==> config.mk <==
export PLATFORM = sky130hd
export DESIGN_NAME = dmem_ctrl
export DESIGN_NICKNAME = d
export VERILOG_FILES = /design/src/rtl/friscv_pkg.sv /design/src/rtl/dmem_load_align.sv /design/src/rtl/dmem_ctrl.sv
export SDC_FILE = /design/constraint.sdc
export NUM_CORES = 1
export LEC_CHECK = 0
export CORE_AREA = 3 3 142 144
export CTS_CLUSTER_DIAMETER = 80
export DETAILED_ROUTE_END_ITERATION = 12
export DIE_AREA = 0 0 145 147
export GPL_TIMING_DRIVEN = 0
export PLACE_DENSITY = 0.79
export SLEW_MARGIN = 20
export SYNTH_ARGS = -nofsm -noshare
export SYNTH_HDL_FRONTEND = slang
export SYNTH_SLANG_ARGS = --single-unit
==> constraint.sdc <==
create_clock -name clk -period 7.4 [get_ports clk]
set_clock_uncertainty 0.1 [all_clocks]
set_input_delay 0.74 -clock clk [delete_from_list [all_inputs] [get_ports clk]]
set_output_delay 0.74 -clock clk [all_outputs]
set_load 0.01 [all_outputs]
==> src/rtl/friscv_pkg.sv <==
`default_nettype none
// ------------------------------------------------------------------
// friscv_pkg : shared constants and types for the friscv core
// Rev 1.0
// ------------------------------------------------------------------
package friscv_pkg;

  localparam int ARCH = 32;

  localparam logic [2:0] LB  = 3'b000;
  localparam logic [2:0] LH  = 3'b001;
  localparam logic [2:0] LW  = 3'b010;
  localparam logic [2:0] LBU = 3'b100;
  localparam logic [2:0] LHU = 3'b101;

  typedef enum logic [1:0] {
    IDLE  = 2'd0,
    ISSUE = 2'd1,
    RWAIT = 2'd2,
    DONE  = 2'd3
  } dmem_state_t;

  // Reserved size codes fall through to a full word.
  function automatic logic [3:0] size_mask(input logic [2:0] f3);
    case (f3)
      LB, LBU: size_mask = 4'b0001;
      LH, LHU: size_mask = 4'b0011;
      default: size_mask = 4'b1111;
    endcase
  endfunction

  function automatic logic [2:0] size_bytes(input logic [2:0] f3);
    case (f3)
      LB, LBU: size_bytes = 3'd1;
      LH, LHU: size_bytes = 3'd2;
      default: size_bytes = 3'd4;
    endcase
  endfunction

endpackage
`default_nettype wire

==> src/rtl/dmem_load_align.sv <==
`default_nettype none
// ------------------------------------------------------------------
// dmem_load_align : extracts and extends load data from two words
// Rev 1.0
// ------------------------------------------------------------------
module dmem_load_align
  import friscv_pkg::*;
(
  input  logic [31:0]     w0,
  input  logic [31:0]     w1,
  input  logic [1:0]      offset,
  input  logic [2:0]      func3,
  output logic [ARCH-1:0] data_out
);

  logic [31:0] w_sh;

  assign w_sh = 32'({w1, w0} >> {offset, 3'b000});

  always_comb begin
    data_out = w_sh;
    case (func3)
      LB:      data_out = {{24{w_sh[7]}}, w_sh[7:0]};
      LH:      data_out = {{16{w_sh[15]}}, w_sh[15:0]};
      LBU:     data_out = {24'h000000, w_sh[7:0]};
      LHU:     data_out = {16'h0000, w_sh[15:0]};
      default: data_out = w_sh;
    endcase
  end

endmodule
`default_nettype wire

==> src/rtl/dmem_ctrl.sv <==
`default_nettype none
// ------------------------------------------------------------------
// dmem_ctrl : core load/store to req/gnt/rvalid memory port bridge
// Rev 1.0
// ------------------------------------------------------------------
module dmem_ctrl
  import friscv_pkg::*;
#(
  parameter int MEM_ADDR_W = 16
) (
  input  logic                  clk,
  input  logic                  rst,
  input  logic                  req_in,
  input  logic                  we_in,
  input  logic [ARCH-1:0]       addr_in,
  input  logic [ARCH-1:0]       wdata_in,
  input  logic [2:0]            func3_in,
  output logic [ARCH-1:0]       rdata_out,
  output logic                  done_out,
  output logic                  stall_out,
  output logic                  mem_req_out,
  output logic                  mem_we_out,
  output logic [MEM_ADDR_W-1:0] mem_addr_out,
  output logic [3:0]            mem_be_out,
  output logic [31:0]           mem_wdata_out,
  input  logic                  mem_gnt_in,
  input  logic                  mem_rvalid_in,
  input  logic [31:0]           mem_rdata_in
);

  dmem_state_t           r_state, w_state_n;
  logic                  r_ph, w_ph_n;
  logic                  r_we, w_we_n;
  logic [ARCH-1:0]       r_addr, w_addr_n;
  logic [ARCH-1:0]       r_wdata, w_wdata_n;
  logic [2:0]            r_f3, w_f3_n;
  logic [31:0]           r_w0, w_w0_n;
  logic [31:0]           r_w1, w_w1_n;
  logic                  w_split;
  logic                  w_issue_n;
  logic [1:0]            w_off_n;
  logic [7:0]            w_be8_n;
  logic [63:0]           w_wd64_n;
  logic [MEM_ADDR_W-1:0] w_word_n;
  logic [ARCH-1:0]       w_ld_data;
  logic                  w_unused;

  assign w_split   = ({2'b00, r_addr[1:0]} + {1'b0, size_bytes(r_f3)}) > 4'd4;
  assign stall_out = req_in & ~done_out;

  always_ff @(posedge clk or posedge rst) begin
    if (rst) r_state <= IDLE;
    else     r_state <= w_state_n;
  end

  always_comb begin
    w_state_n = r_state;
    w_ph_n    = r_ph;
    w_we_n    = r_we;
    w_addr_n  = r_addr;
    w_wdata_n = r_wdata;
    w_f3_n    = r_f3;
    w_w0_n    = r_w0;
    w_w1_n    = r_w1;
    case (r_state)
      IDLE: begin
        if (req_in) begin
          w_we_n    = we_in;
          w_addr_n  = addr_in;
          w_wdata_n = wdata_in;
          w_f3_n    = func3_in;
          w_ph_n    = 1'b0;
          w_state_n = ISSUE;
        end
      end
      ISSUE: begin
        if (mem_gnt_in) begin
          if (!r_we)                w_state_n = RWAIT;
          else if (w_split && !r_ph) w_ph_n   = 1'b1;
          else                      w_state_n = DONE;
        end
      end
      RWAIT: begin
        if (mem_rvalid_in) begin
          if (r_ph) w_w1_n = mem_rdata_in;
          else      w_w0_n = mem_rdata_in;
          if (w_split && !r_ph) begin
            w_ph_n    = 1'b1;
            w_state_n = ISSUE;
          end else begin
            w_state_n = DONE;
          end
        end
      end
      default: w_state_n = IDLE;
    endcase
  end

  // Memory-side outputs are registered from the next-state view so they
  // appear in the same cycle the FSM enters ISSUE.
  assign w_issue_n = (w_state_n == ISSUE);
  assign w_off_n   = w_addr_n[1:0];
  assign w_be8_n   = {4'b0000, size_mask(w_f3_n)} << w_off_n;
  assign w_wd64_n  = {32'h0000_0000, w_wdata_n} << {w_off_n, 3'b000};
  assign w_word_n  = w_addr_n[MEM_ADDR_W+1:2] + {{(MEM_ADDR_W-1){1'b0}}, w_ph_n};
  assign w_unused  = ^w_addr_n;

  dmem_load_align u_align (
    .w0      (w_w0_n),
    .w1      (w_w1_n),
    .offset  (w_off_n),
    .func3   (w_f3_n),
    .data_out(w_ld_data)
  );

  always_ff @(posedge clk or posedge rst) begin
    if (rst) begin
      r_ph          <= 1'b0;
      r_we          <= 1'b0;
      r_addr        <= '0;
      r_wdata       <= '0;
      r_f3          <= 3'b000;
      r_w0          <= 32'h0;
      r_w1          <= 32'h0;
      mem_req_out   <= 1'b0;
      mem_we_out    <= 1'b0;
      mem_addr_out  <= '0;
      mem_be_out    <= 4'b0000;
      mem_wdata_out <= 32'h0;
      done_out      <= 1'b0;
      rdata_out     <= '0;
    end else begin
      r_ph          <= w_ph_n;
      r_we          <= w_we_n;
      r_addr        <= w_addr_n;
      r_wdata       <= w_wdata_n;
      r_f3          <= w_f3_n;
      r_w0          <= w_w0_n;
      r_w1          <= w_w1_n;
      mem_req_out   <= w_issue_n;
      mem_we_out    <= w_issue_n & w_we_n;
      mem_addr_out  <= w_issue_n ? w_word_n : '0;
      mem_be_out    <= w_issue_n ? (w_ph_n ? w_be8_n[7:4] : w_be8_n[3:0]) : 4'b0000;
      mem_wdata_out <= w_issue_n ? (w_ph_n ? w_wd64_n[63:32] : w_wd64_n[31:0]) : 32'h0;
      done_out      <= (w_state_n == DONE);
      if ((w_state_n == DONE) && !w_we_n) rdata_out <= w_ld_data;
    end
  end

endmodule
`default_nettype wire

# [Yosys cells after proc, flatten, opt, wreduce, memory -nomap -nowiden]
# Cells that the tools add are included.
[op_classes] bitwise=3 order_cmp=1 eq_ne=10 n_reduce_logical=11 add_sub_neg=2 shift=3 mux=35
[op_table] cell="$mux 32" count=10
[op_table] cell="$pmux 32 s4" count=1
[op_table] cell="$shl 32x5->64" count=1
[op_table] cell="$shr 64x5->32" count=1
[op_table] cell="$mux 18" count=2
[op_table] cell="$add 16x1->16" count=1
[op_table] cell="$mux 16" count=1
[op_table] cell="$eq 3x3->1 const B" count=4
[op_table] cell="$mux 2" count=6
[op_table] cell="$mux 4" count=2
[op_table] cell="$pmux 4 s2" count=1
[op_table] cell="$reduce_or 2->1" count=4
[op_table] cell="$shl 4x2->8" count=1
[op_table] cell="$mux 1" count=7
[op_table] cell="$eq 3x1->1 const B" count=2
[op_table] cell="$logic_not 3->1" count=2
[op_table] cell="$mux 3" count=2
[op_table] cell="$pmux 2 s3" count=1
[op_table] cell="$pmux 3 s2" count=1
[op_table] cell="$add 2x3->4" count=1
[op_table] cell="$eq 2x1->1 const B" count=2
[op_table] cell="$eq 2x2->1 const B" count=2
[op_table] cell="$gt 4x3->1 const B" count=1
[op_table] cell="$pmux 1 s3" count=1
[op_table] cell="5 further kinds" count=8
[totals] input_bits=105 ff_bits=208 word_cells=80

# [Logic depth before layout (Yosys ltp)]
[depth] depth_word=12 depth_mapped=16

# [Hierarchy]
# From an unflattened synthesis, not the netlist that was laid out.
[hier_totals] hier_cells=1032 hier_area_um2=10938.0
[modules_own_cells] mod="dmem_ctrl" seq_area_each_um2=5205.0 cells_per_inst=931 n_inst=1 area_per_inst_um2=9818.2
[modules_own_cells] mod="dmem_load_align" seq_area_each_um2=0.0 cells_per_inst=101 n_inst=1 area_per_inst_um2=1119.8

# [Least setup slack after synthesis]
# No wires, ideal clock.
[synth_timing] kind="reg-to-reg" from="reg r_f3[1]" to="reg mem_addr_out[12]" slack_ns=3.643 setup_time_ns=0.078 period_less_slack_ns=3.757 stages_incl_launch_ff=17 arrival_time_ns=3.579 path_cell_list="dfrtp_1 > nor2_1 > ha_1 > fa_1 > nor2_1 > o22ai_1 > a21o_1 > clkbuf_1 > nand2_1 > inv_1 > clkbuf_1 > ha_1 > nand2_2 > or4b_1 > buf_2 > or3_1 > a21oi_1"
[synth_via] elab_chain_cells=12
[synth_rtl] item="from (decl)" line_no="dmem_ctrl.sv:36" text="logic [2:0] r_f3, w_f3_n;"
[synth_rtl] item="from (signal assigned)" line_no="dmem_ctrl.sv:137" text="r_f3 <= w_f3_n;"
[synth_rtl] item="$eq 3x1->1 (tied with other cells)" line_no="friscv_pkg.sv:33" text="case (f3)"
[synth_rtl] item="$reduce_or 2->1" line_no="friscv_pkg.sv:33"
[synth_rtl] item="$pmux 3 s2 (*)" line_no="friscv_pkg.sv:33"
[synth_rtl] item="$add 2x3->4 (*)" line_no="dmem_ctrl.sv:48" text="assign w_split = ({2'b00, r_addr[1:0]} + {1'b0, size_bytes(r_f3)}) > 4'd4;"
[synth_rtl] item="$gt 4x3->1 (*)" line_no="dmem_ctrl.sv:48"
[synth_rtl] item="$logic_and 1x1->1 (*)" line_no="dmem_ctrl.sv:79, dmem_ctrl.sv:87"
[synth_rtl] item="$mux 1 (*)" line_no="dmem_ctrl.sv:79, dmem_ctrl.sv:87"
[synth_rtl] item="$mux 1" line_no="dmem_ctrl.sv:78" text="if (!r_we) w_state_n = RWAIT;"
[synth_rtl] item="$mux 1" line_no="dmem_ctrl.sv:77" text="if (mem_gnt_in) begin"
[synth_rtl] item="$pmux 1 s3 (*)" line_no="dmem_ctrl.sv:65" text="case (r_state)"
[synth_rtl] item="named net w_ph_n" line_no="dmem_ctrl.sv:32" text="logic r_ph, w_ph_n;"
[synth_rtl] item="$add 16x1->16 (*)" line_no="dmem_ctrl.sv:105" text="assign w_word_n = w_addr_n[MEM_ADDR_W+1:2] + {{(MEM_ADDR_W-1){1'b0}}, w_ph_n};"
[synth_rtl] item="$mux 16 (*)" line_no="dmem_ctrl.sv:142" text="mem_addr_out <= w_issue_n ? w_word_n : '0;"
[synth_rtl] item="to (signal assigned)" line_no="dmem_ctrl.sv:142"
[synth_rtl] item="to (decl)" line_no="dmem_ctrl.sv:23" text="output logic [MEM_ADDR_W-1:0] mem_addr_out,"
# Mark *: on every way through the listed nets, which the timed path passes. The rest lies on a longest branch.
# A chain may end at the register's enable or synchronous reset.

# [Worst setup path in the final report]
[layout_timing] from="reg r_f3[0]" to="reg mem_addr_out[14]"
# The elaborated chain is that of the path after synthesis.

==> impl_results.html <==
<table>
<tr><th>Metric</th><th>Value</th></tr>
<tr><th colspan="2">STA</th></tr>
<tr><td>Worst Hold Margin</td><td>0.394 ns</td></tr>
<tr><td>Number of hold violations in the final report</td><td>0</td></tr>
<tr><td>Number of setup violations in the final report</td><td>0</td></tr>
<tr><td>Max Clock Freq</td><td>0.212 GHz</td></tr>
<tr><td>Final Cycle Share</td><td>63.8%</td></tr>
<tr><td>Total count of max-transition violations in the final report</td><td>0</td></tr>
<tr><td>Worst Max-Slew Pin Slew</td><td>1.12 ns</td></tr>
<tr><td>Fin crit period</td><td>4.72 ns</td></tr>
<tr><td>RSZ-0062 raised after global routing</td><td>false</td></tr>
<tr><td>Max-Slew Margin vs Limit</td><td>23.0%</td></tr>
<tr><th colspan="2">Hold path</th></tr>
<tr><td>Hold wc startpoint</td><td>rdata_out[6]</td></tr>
<tr><td>Worst min-delay path class</td><td>reg2reg</td></tr>
<tr><th colspan="2">Synth</th></tr>
<tr><td>Post-synthesis register bit count</td><td>200</td></tr>
<tr><td>Share of Yosys cell area claimed by the top area cell type</td><td>50.6%</td></tr>
<tr><td>Total standard cell area after synthesis</td><td>9880 um^2</td></tr>
<tr><td>Number of nets in the synthesized netlist</td><td>1110</td></tr>
<tr><td>Top cells by area in the synthesized netlist</td><td>dfrtp_1, mux2i_1, mux2_2</td></tr>
<tr><td>Number of distinct library cell variants in the gate-level netlist after synthesis</td><td>58</td></tr>
<tr><td>Gate count of the mapped netlist</td><td>1000</td></tr>
<tr><td>Sequential element share of the synthesized area</td><td>50.6%</td></tr>
<tr><td>Ys Warns</td><td>0</td></tr>
<tr><td>Syn_area_per_cell</td><td>9.88 um^2</td></tr>
<tr><td>Post-synth top area cell</td><td>dfrtp_1</td></tr>
<tr><td>Primary FF master, synth</td><td>dfrtp_1</td></tr>
<tr><td>Asr flop ratio synth</td><td>100%</td></tr>
<tr><td>Most repeated cell in the gate-level netlist after synthesis</td><td>dfrtp_1</td></tr>
<tr><td>EDFF count, synth</td><td>0</td></tr>
<tr><td>Most frequent cells after synthesis</td><td>dfrtp_1, nor2_1, nand2_1</td></tr>
<tr><th colspan="2">Power</th></tr>
<tr><td>Clock network fraction of design power</td><td>15.4%</td></tr>
<tr><td>Cell internal pwr</td><td>3.42 mW</td></tr>
<tr><td>Worst IR drop on VDD</td><td>0.264 mV</td></tr>
<tr><td>Share of power burned in combinational logic</td><td>55.2%</td></tr>
<tr><td>Switching power share of the total</td><td>43.9%</td></tr>
<tr><td>P per Cell Area</td><td>482 nW/um^2</td></tr>
<tr><td>Relative contribution of sequential cells to total power</td><td>29.4%</td></tr>
<tr><td>Leakage power</td><td>5.75 nW</td></tr>
<tr><td>Net load switching power</td><td>2.67 mW</td></tr>
<tr><td>Overall power of the completed layout</td><td>6.09 mW</td></tr>
<tr><th colspan="2">GRT</th></tr>
<tr><td>First-pass GRT wire length</td><td>48.7 mm</td></tr>
<tr><td>Via count of the first global-routing pass</td><td>8797</td></tr>
<tr><td>Global routing usage summed across all routing layers</td><td>29.1%</td></tr>
<tr><td>Number of antenna violations at the first check in global routing</td><td>0</td></tr>
<tr><td>Largest net degree at the start of global routing</td><td>92</td></tr>
<tr><td>Remaining global-route overflow</td><td>0</td></tr>
<tr><th colspan="2">Clocking</th></tr>
<tr><td>Maximum number of buffers from clock root to sink</td><td>2</td></tr>
<tr><td>Setup fix buffers added after clock tree synthesis</td><td>0</td></tr>
<tr><td>H-Tree Depth</td><td>4</td></tr>
<tr><td>CTS tree</td><td>built</td></tr>
<tr><td>Resized cells post-CTS</td><td>0</td></tr>
<tr><td>Hold bufs inserted after CTS</td><td>0</td></tr>
<tr><td>Number of clock sinks</td><td>200</td></tr>
<tr><td>Root buf cell</td><td>clkbuf_16</td></tr>
<tr><td>Insertion delay of the later-clocked pin in the worst-skew pair</td><td>0.43 ns</td></tr>
<tr><td>Total clock buffers created by CTS</td><td>17</td></tr>
<tr><td>CTS clock-pin slew for the worst setup and hold paths</td><td>0.07 ns</td></tr>
<tr><th colspan="2">Floorplanning</th></tr>
<tr><td>Die W</td><td>145 um</td></tr>
<tr><td>Core Footprint</td><td>18800 um^2</td></tr>
<tr><td>Die footprint</td><td>21300 um^2</td></tr>
<tr><td>Top-Level Pins</td><td>193</td></tr>
<tr><td>DIE HEIGHT</td><td>147 um</td></tr>
<tr><td>Cell row count</td><td>50</td></tr>
<tr><td>Starting Density</td><td>52.5%</td></tr>
<tr><th colspan="2">Layout</th></tr>
<tr><td>Layout net count</td><td>1309</td></tr>
<tr><td>Area used by multi-input combinational logic</td><td>4390 um^2</td></tr>
<tr><td>Antenna diodes</td><td>0</td></tr>
<tr><td>Number of filler cells placed in the layout</td><td>1506</td></tr>
<tr><td>Layout Area Growth over Synthesis</td><td>27.8%</td></tr>
<tr><td>Area occupied by registers</td><td>5000 um^2</td></tr>
<tr><td>Layout cell share with drive strength beyond 1</td><td>10.8%</td></tr>
<tr><th colspan="2">Drt</th></tr>
<tr><td>Routed Antenna Nets</td><td>0</td></tr>
<tr><td>First-pass DRT Iterations</td><td>10</td></tr>
<tr><td>Routed WL per cell</td><td>21.3 um</td></tr>
<tr><td>Wire length reported by the detailed router</td><td>31.3 mm</td></tr>
<tr><td>Routed vias/inst</td><td>5.93</td></tr>
<tr><td>DR iter-0 viols</td><td>1031</td></tr>
<tr><td>Detailed-route via count</td><td>8723</td></tr>
<tr><td>DRC Markers</td><td>0</td></tr>
<tr><th colspan="2">Run status</th></tr>
<tr><td>Run status</td><td>finished, final reports clean</td></tr>
<tr><th colspan="2">Critical path</th></tr>
<tr><td>Category of the worst setup path launch point</td><td>flip-flop</td></tr>
<tr><td>Sequence of cells on the critical path</td><td>nor2_1, ha_1, fa_1, xnor2_1, o22ai_1, a21o_1, clkbuf_1, nand2_1, inv_1, clkbuf_1, ha_1, nand2_2, or4b_1, buf_2, or3_1, a21oi_1</td></tr>
<tr><td>Combined buffer and inverter count along the critical path</td><td>4</td></tr>
<tr><td>R2r startpoint</td><td>r_f3[0]</td></tr>
<tr><td>Top fanout value on the critical path</td><td>12</td></tr>
<tr><td>Critical Setup Path Class</td><td>reg2reg</td></tr>
<tr><td>Master of the slowest instance on the critical path</td><td>clkbuf_1</td></tr>
<tr><td>Family with the most delay on the worst path</td><td>buffers and inverters</td></tr>
<tr><td>Startpoint of the most critical setup path</td><td>r_f3[0]</td></tr>
<tr><td>Stage delay of the slowest cell on the critical path</td><td>0.63 ns</td></tr>
<tr><td>Data arrival, critical path</td><td>4.97 ns</td></tr>
<tr><td>Required time at the worst-slack endpoint</td><td>7.65 ns</td></tr>
<tr><td>Worst Setup End Kind</td><td>flip-flop</td></tr>
<tr><th colspan="2">Place</th></tr>
<tr><td>HPWL after detailed placement</td><td>21.9 mm</td></tr>
<tr><td>Port Buf Inserts</td><td>178</td></tr>
<tr><td>Routability congestion estimate from global placement</td><td>0.942</td></tr>
<tr><th colspan="2">Job</th></tr>
<tr><td>Maximum capacitance violations</td><td>0</td></tr>
</table>
cell usage in the layout, fill, tap and decap left out, drive strengths merged, types with 3 or more instances in the layout:
| cell | instances |
|---|---|
| a211oi | 23 |
| a21oi | 82 |
| a31oi | 23 |
| and2 | 11 |
| and3 | 3 |
| buf | 26 |
| clkbuf | 67 |
| clkdlybuf4s50 | 178 |
| clkinv | 6 |
| dfrtp | 200 |
| ha | 4 |
| inv | 51 |
| mux2 | 71 |
| mux2i | 80 |
| nand2 | 85 |
| nand3 | 37 |
| nor2 | 121 |
| nor2b | 10 |
| nor3 | 21 |
| nor3b | 5 |
| o211ai | 4 |
| o21a | 3 |
| o21ai | 48 |
| o22ai | 9 |
| or3 | 3 |
| xnor2 | 9 |
metal layers:
| metal | GRT usage (%) | vias up | wire, um |
|---|---|---|---|
| met5 | 0 | - | 0 |
| met3 | 7.03 | 97 | 3140 |
| met1 | 39.4 | 4206 | 12600 |
| li1 | - | 3858 | - |
| met4 | 10.4 | 0 | 1060 |
| met2 | 46.2 | 562 | 14500 |
through the flow:
step	cells	setup slack, ns	setup TNS, ns	cell area (um^2)	utilization (%)
after floorplan	1000	1.11	0	9880	-
after global placement	1438	-1.39	-274.92	12000	63.7
after detailed placement	1440	2.43	0	12100	64.0
after CTS	1472	2.77	0	12600	67.1
after global routing	1472	2.45	0	12600	67.1
final	1472	2.68	0	12600	67.1
worst min-delay path, stage by stage (launching register included):
cell	delay [ns]
dfrtp_1	0.35
nand2_1	0.05
o21ai_0	0.07
cell families after synthesis:
| kind of cell | count (synthesis) | synth area share [%] |
|---|---|---|
| DFF | 200 | 50.6 |
| muxes | 152 | 16.6 |
| AOI/OAI and AO/OA | 204 | 12.0 |
| xor gates and xnor gates | 9 | 0.798 |
| buffers and inverters | 119 | 4.93 |
| adders and majority gates | 5 | 0.709 |
| and+or+nand+nor | 311 | 14.3 |
sequential cells by signal, indices dropped and copies added (netlist names):
signal and flops:
mem_wdata_out 32, r_w0 32, r_wdata 32, rdata_out 32, r_w1 24, r_addr 18, mem_addr_out 16, mem_be_out 4
r_f3 3, r_state 2, done_out 1, mem_req_out 1, mem_we_out 1, r_ph 1, r_we 1
area by class of cell:
| cell class | instances | share of cell area, % |
|---|---|---|
| Buffer | 69 | 2.36 |
| Sequential cell | 200 | 39.6 |
| Inverter | 50 | 1.55 |
| Clock buffer | 22 | 3.67 |
| Multi-Input combinational cell | 681 | 34.8 |
| Tap cell | 260 | 2.58 |
| Timing Repair Buffer | 180 | 14.5 |
| Clock inverter | 10 | 0.931 |
power by group through the flow:
stage	registers (mW)	clock network (mW)	logic [mW]
final	1.79	0.938	3.36
after global routing	1.84	0.984	3.59
after CTS	1.79	0.941	3.28
after detailed placement	1.80	0	3.25
after global placement	1.79	0	3.19
after floorplan	1.84	0	2.00
worst paths after layout:
kind	cells after the start	slack (ns)	to
worst min register to register	2	0.39	rdata_out[6]
max in group asynchronous	4	5.49	r_w0[2]
worst max-delay path	16	2.68	mem_addr_out[14]
min in group asynchronous	2	0.59	r_w1[12]
worst min-delay path	2	0.39	rdata_out[6]
worst max register to register	16	2.68	mem_addr_out[14]
Note: power is estimated with default switching activity, not from simulation.
